$ cat src/rtl/xbar2_arbiter.sv
// 2x2 crossbar with registered outputs, round-robin conflict arbitration
// and a saturating conflict counter.
module xbar2_arbiter #(
   parameter int DW = 8
) (
   input  logic          clk,
   input  logic          rst,
   input  logic          in0_valid,
   input  logic          in0_dest,
   input  logic [DW-1:0] in0_data,
   output logic          in0_ready,
   input  logic          in1_valid,
   input  logic          in1_dest,
   input  logic [DW-1:0] in1_data,
   output logic          in1_ready,
   output logic          out0_valid,
   input  logic          out0_ready,
   output logic [DW-1:0] out0_data,
   output logic          out0_src,
   output logic          out1_valid,
   input  logic          out1_ready,
   output logic [DW-1:0] out1_data,
   output logic          out1_src,
   output logic          sel,
   output logic [7:0]    conflict_cnt
);

   logic          out0_valid_q, out0_valid_d;
   logic [DW-1:0] out0_data_q, out0_data_d;
   logic          out0_src_q, out0_src_d;
   logic          out1_valid_q, out1_valid_d;
   logic [DW-1:0] out1_data_q, out1_data_d;
   logic          out1_src_q, out1_src_d;
   logic          sel_q, sel_d;
   logic [7:0]    cnt_q, cnt_d;
   logic          rr_q, rr_d;

   logic [1:0] free;
   logic       conflict;
   logic       grant0, grant1;
   logic       g0_to0, g0_to1, g1_to0, g1_to1;

   always_comb begin
      free = {!out1_valid_q || out1_ready, !out0_valid_q || out0_ready};
      conflict = in0_valid && in1_valid && (in0_dest == in1_dest)
                 && free[in0_dest];
      // Gated by rst so no beat is accepted while the outputs are cleared
      grant0 = !rst && in0_valid && free[in0_dest] && (!conflict || !rr_q);
      grant1 = !rst && in1_valid && free[in1_dest] && (!conflict || rr_q);
      g0_to0 = grant0 && !in0_dest;
      g0_to1 = grant0 && in0_dest;
      g1_to0 = grant1 && !in1_dest;
      g1_to1 = grant1 && in1_dest;
   end

   always_comb begin
      out0_valid_d = out0_valid_q;
      out0_data_d  = out0_data_q;
      out0_src_d   = out0_src_q;
      out1_valid_d = out1_valid_q;
      out1_data_d  = out1_data_q;
      out1_src_d   = out1_src_q;
      sel_d        = sel_q;
      cnt_d        = cnt_q;
      rr_d         = rr_q;

      if (g0_to0) begin
         out0_valid_d = 1'b1;
         out0_data_d  = in0_data;
         out0_src_d   = 1'b0;
      end else if (g1_to0) begin
         out0_valid_d = 1'b1;
         out0_data_d  = in1_data;
         out0_src_d   = 1'b1;
      end else if (out0_ready) begin
         out0_valid_d = 1'b0;
      end

      if (g0_to1) begin
         out1_valid_d = 1'b1;
         out1_data_d  = in0_data;
         out1_src_d   = 1'b0;
      end else if (g1_to1) begin
         out1_valid_d = 1'b1;
         out1_data_d  = in1_data;
         out1_src_d   = 1'b1;
      end else if (out1_ready) begin
         out1_valid_d = 1'b0;
      end

      if (grant0 || grant1) begin
         sel_d = g0_to1 || g1_to0;
      end

      // A conflict always targets a free output, so it is always granted
      if (conflict) begin
         rr_d = !rr_q;
         if (cnt_q != 8'hFF) begin
            cnt_d = cnt_q + 8'd1;
         end
      end
   end

   always_ff @(posedge clk or posedge rst) begin
      if (rst) begin
         out0_valid_q <= 1'b0;
         out0_data_q  <= '0;
         out0_src_q   <= 1'b0;
         out1_valid_q <= 1'b0;
         out1_data_q  <= '0;
         out1_src_q   <= 1'b0;
         sel_q        <= 1'b0;
         cnt_q        <= 8'd0;
         rr_q         <= 1'b0;
      end else begin
         out0_valid_q <= out0_valid_d;
         out0_data_q  <= out0_data_d;
         out0_src_q   <= out0_src_d;
         out1_valid_q <= out1_valid_d;
         out1_data_q  <= out1_data_d;
         out1_src_q   <= out1_src_d;
         sel_q        <= sel_d;
         cnt_q        <= cnt_d;
         rr_q         <= rr_d;
      end
   end

   assign in0_ready    = grant0;
   assign in1_ready    = grant1;
   assign out0_valid   = out0_valid_q;
   assign out0_data    = out0_data_q;
   assign out0_src     = out0_src_q;
   assign out1_valid   = out1_valid_q;
   assign out1_data    = out1_data_q;
   assign out1_src     = out1_src_q;
   assign sel          = sel_q;
   assign conflict_cnt = cnt_q;

endmodule

$ cat config.mk
export PLATFORM = sky130hd
export DESIGN_NAME = xbar2_arbiter
export DESIGN_NICKNAME = d
export VERILOG_FILES = /design/src/rtl/xbar2_arbiter.sv
export SDC_FILE = /design/constraint.sdc
export NUM_CORES = 1
export LEC_CHECK = 0
export CAP_MARGIN = 25
export CORE_MARGIN = 1
export CORE_UTILIZATION = 48
export DETAILED_ROUTE_END_ITERATION = 10
export GPL_TIMING_DRIVEN = 0
export PLACE_DENSITY = 0.84
export SYNTH_ARGS = -nofsm -noshare
export SYNTH_HDL_FRONTEND = slang
export SYNTH_SLANG_ARGS = --single-unit
$ cat constraint.sdc
create_clock -name clk -period 3.4 [get_ports clk]
set_input_delay 0.34 -clock clk [delete_from_list [all_inputs] [get_ports clk]]
set_output_delay 0.34 -clock clk [all_outputs]
set_load 0.005 [all_outputs]
==> out/qor.yml <==
drt:
  drt_iter0_drc: 57
  vias: 1398
  drt-wirelength-per-cell_um: 14.9
  ant_nets: 0
  drt-vias-per-instance: 5.42
  drtPass1Iterations: 4
  wirelength_um: 3850
  drc: 0
placement:
  dp_hpwl_um: 2990
  gp_congestion: 0.810
  port_buffers: 54
  placed_area_sq_um: 2190
  placed_cells: 250
sta:
  skew_ps: 2.02
  finalHoldViolations: 0
  slew_headroom: 0.623
  period_minus_slack_ps: 2870
  fmax_ghz: 0.348
  worst_pin_slew_ps: 564
  rsz0062_at_grt: "no"
  slew_viol_final: 0
  setup_tns_ps: 0
  hold-worst-slack_ps: 411
  finalCritPeriodShare: 0.845
  setup_viol: 0
synthesis:
  syn_nets: 176
  synthTopCellsByArea: "dfrtp_1 (48%), a211o_1 (5.6%), xnor2_1 (4.5%), and2_2 (4.3%), nand2_1 (4.1%)"
  ys_seq_area_frac: 0.478
  yosys.area.top_type: "dfrtp_1"
  synth_seq_cells: 30
  yosysTopAreaCellShare: 0.478
  synth_warnings: 0
  yosysUniqueCellTypes: 37
  synth_area_per_cell_sq_um: 10.4
  syn_inst: 151
  syn-cell-area_sq_um: 1570
worst_setup_path:
  startpoint_type: "input pin"
  worst-r2r-cell-count: 6
  r2r-end: "sel"
  rr_startpoint: "out1_valid"
  end_kind: "output port"
  cp_max_fo: 10
  cp.required_ps: 3060
  critical_path_class: "input pin to output port"
  r2r_setup_slack_ps: 1290
  cp.arrival_ps: 2530
finish:
  synthToLayoutAreaGrowth_pct: 43.5
  nets: 238
  seq_area_sq_um: 751
  multi_input_area_sq_um: 741
  layout-drive-gt1-share: 0.154
  antenna_cells: 0
  instances_no_fill: 258
  fillers: 234
  final_cell_area_sq_um: 2250
clock_tree:
  clock-sinks: 30
  cts.htree.levels: 2
  insertion_delay_ps: 320
  postCtsSetupRepairBufs: 0
  cts_buffer_depth: 2
  numCtsBuffers: 5
  cts_tree: "done"
  path_clk_slew_ps: 90
  cts_root_buffer: "clkbuf_4"
  hold_buffers: 0
  cts_resized: 0
die:
  die_y_um: 59.2
  io_pins: 55
  core_sq_um: 3080
  dieArea_sq_um: 3510
  num_rows: 20
  die_width_um: 59.2
  start_util: 0.511
status:
  status: "complete, no violations"
flow_run:
  drv_cap: 0
worst_hold_path:
  hold_class: "input pin to asynchronous set/reset pin"
pwr:
  pwr_density_cell_nw_per_um2: 528
  max-vdd-ir-drop_uv: 397
  p_leak_uw: 0.000987
grt:
  grt_first_pass_wirelength_um: 6350
  overflow: 0
  antenna_found_initial: 0
  grt_pass1_vias: 1346
  grt_max_degree: 20
  track_usage: 0.244
## worst max-delay path, stage by stage
cell and delay (ps):
clkdlybuf4s50_1 400, nor2b_1 460, mux2i_1 330, a21oi_1 240
buf_2 230, clkdlybuf4s50_1 530
## power by group
group          leakage [uW]  internal, uW  switching (uW)
Combinational      0.000576           279             158
Clock             0.0000353           100             120
Sequential         0.000375           452            81.3
Total              0.000987           831             359
## through the flow
stage / power [uW] / util / worst slack (ps)
floorplan: 707 / - / 1610
global placement: 954 / 0.704 / 627
detailed placement: 975 / 0.713 / 551
CTS: 1200 / 0.733 / 548
global route: 1260 / 0.733 / 413
finish: 1190 / 0.733 / 528
## worst max path at each step
stage                     startpoint         end  slack [ps]  cells past startpoint
final                     out1_ready   in1_ready         530                      6
after global routing      out1_ready   in1_ready         410                      6
after CTS                 out1_ready   in1_ready         550                      6
after detailed placement  out1_ready   in1_ready         550                      6
after global placement    out1_ready   in1_ready         630                      6
after floorplan           out1_valid  out1_valid        1610                      6
## Yosys cell counts
library cell  count
a211o_1          10
a211oi_1          8
a21oi_1           1
a21oi_4           1
a31o_2            1
a31oi_1           1
and2_1            3
and2_2            9
and3_1            2
and4_1            2
and4b_2           1
buf_2             4
buf_6             2
clkinv_1          1
dfrtp_1          30
ha_1              1
inv_1             9
mux2_2            1
mux2i_1           1
nand2_1          17
nand3_1          11
nand4_1           4
nor2_1            1
nor2_2            1
nor2b_1           2
nor3_2            1
nor3b_1           1
nor3b_4           1
o211ai_1          8
o21a_1            1
o21ba_2           1
or2b_1            1
or2b_2            1
or3_1             2
or3_2             1
xnor2_1           8
xor2_1            1
## cells in the final DEF, fill, tap and decap left out, drive strengths merged, types with 2 or more instances in the layout
cell,instances
a21oi,2
a211oi,8
clkdlybuf4s50,54
inv,9
nor2,2
or3,3
and4,2
nand2,17
or2b,2
buf,7
clkinv,2
dfrtp,30
nor3b,2
o211ai,8
nor2b,2
and3,2
nand3,11
a211o,10
and2,12
xnor2,8
nand4,4
clkbuf,7
## cell type report
| type | count | area share |
|---|---|---|
| tap | 44 | 0.0244 |
| clock buffer | 7 | 0.0244 |
| buffer | 6 | 0.0189 |
| timing repair buffer | 55 | 0.252 |
| sequential | 30 | 0.333 |
| clock inverter | 1 | 0.00222 |
| multi-input combinational | 105 | 0.329 |
| inverter | 10 | 0.0166 |
## cell families (layout without fill, tap and decap cells)
family | count (synthesis) | count (layout) | synth area share
AO/OA/AOI/OAI | 32 | 32 | 0.166
buffers and inverters | 16 | 79 | 0.0510
AND/OR/NAND/NOR | 61 | 61 | 0.233
XOR/XNOR | 9 | 9 | 0.0502
multiplexers | 2 | 2 | 0.0135
adder cells (fa/ha/maj) | 1 | 1 | 0.00796
flip-flops | 30 | 30 | 0.478
## per-layer routing
| layer | global-route usage | routed length (um) | vias up |
|---|---|---|---|
| met2 | 0.409 | 1970 | 41 |
| met4 | 0.0748 | 32 | 0 |
| met5 | 0 | 0 | - |
| met3 | 0.0480 | 155 | 4 |
| met1 | 0.317 | 1690 | 690 |
| li1 | - | - | 663 |
## state kept, by name, indices dropped and copies added (netlist names)
| signal | flops |
|---|---|
| conflict_cnt | 8 |
| out0_valid | 1 |
| out1_data | 8 |
| out0_src | 1 |
| sel | 1 |
| out1_valid | 1 |
| rr_q | 1 |
| out1_src | 1 |
| out0_data | 8 |
(Power assumes the default switching activity.)
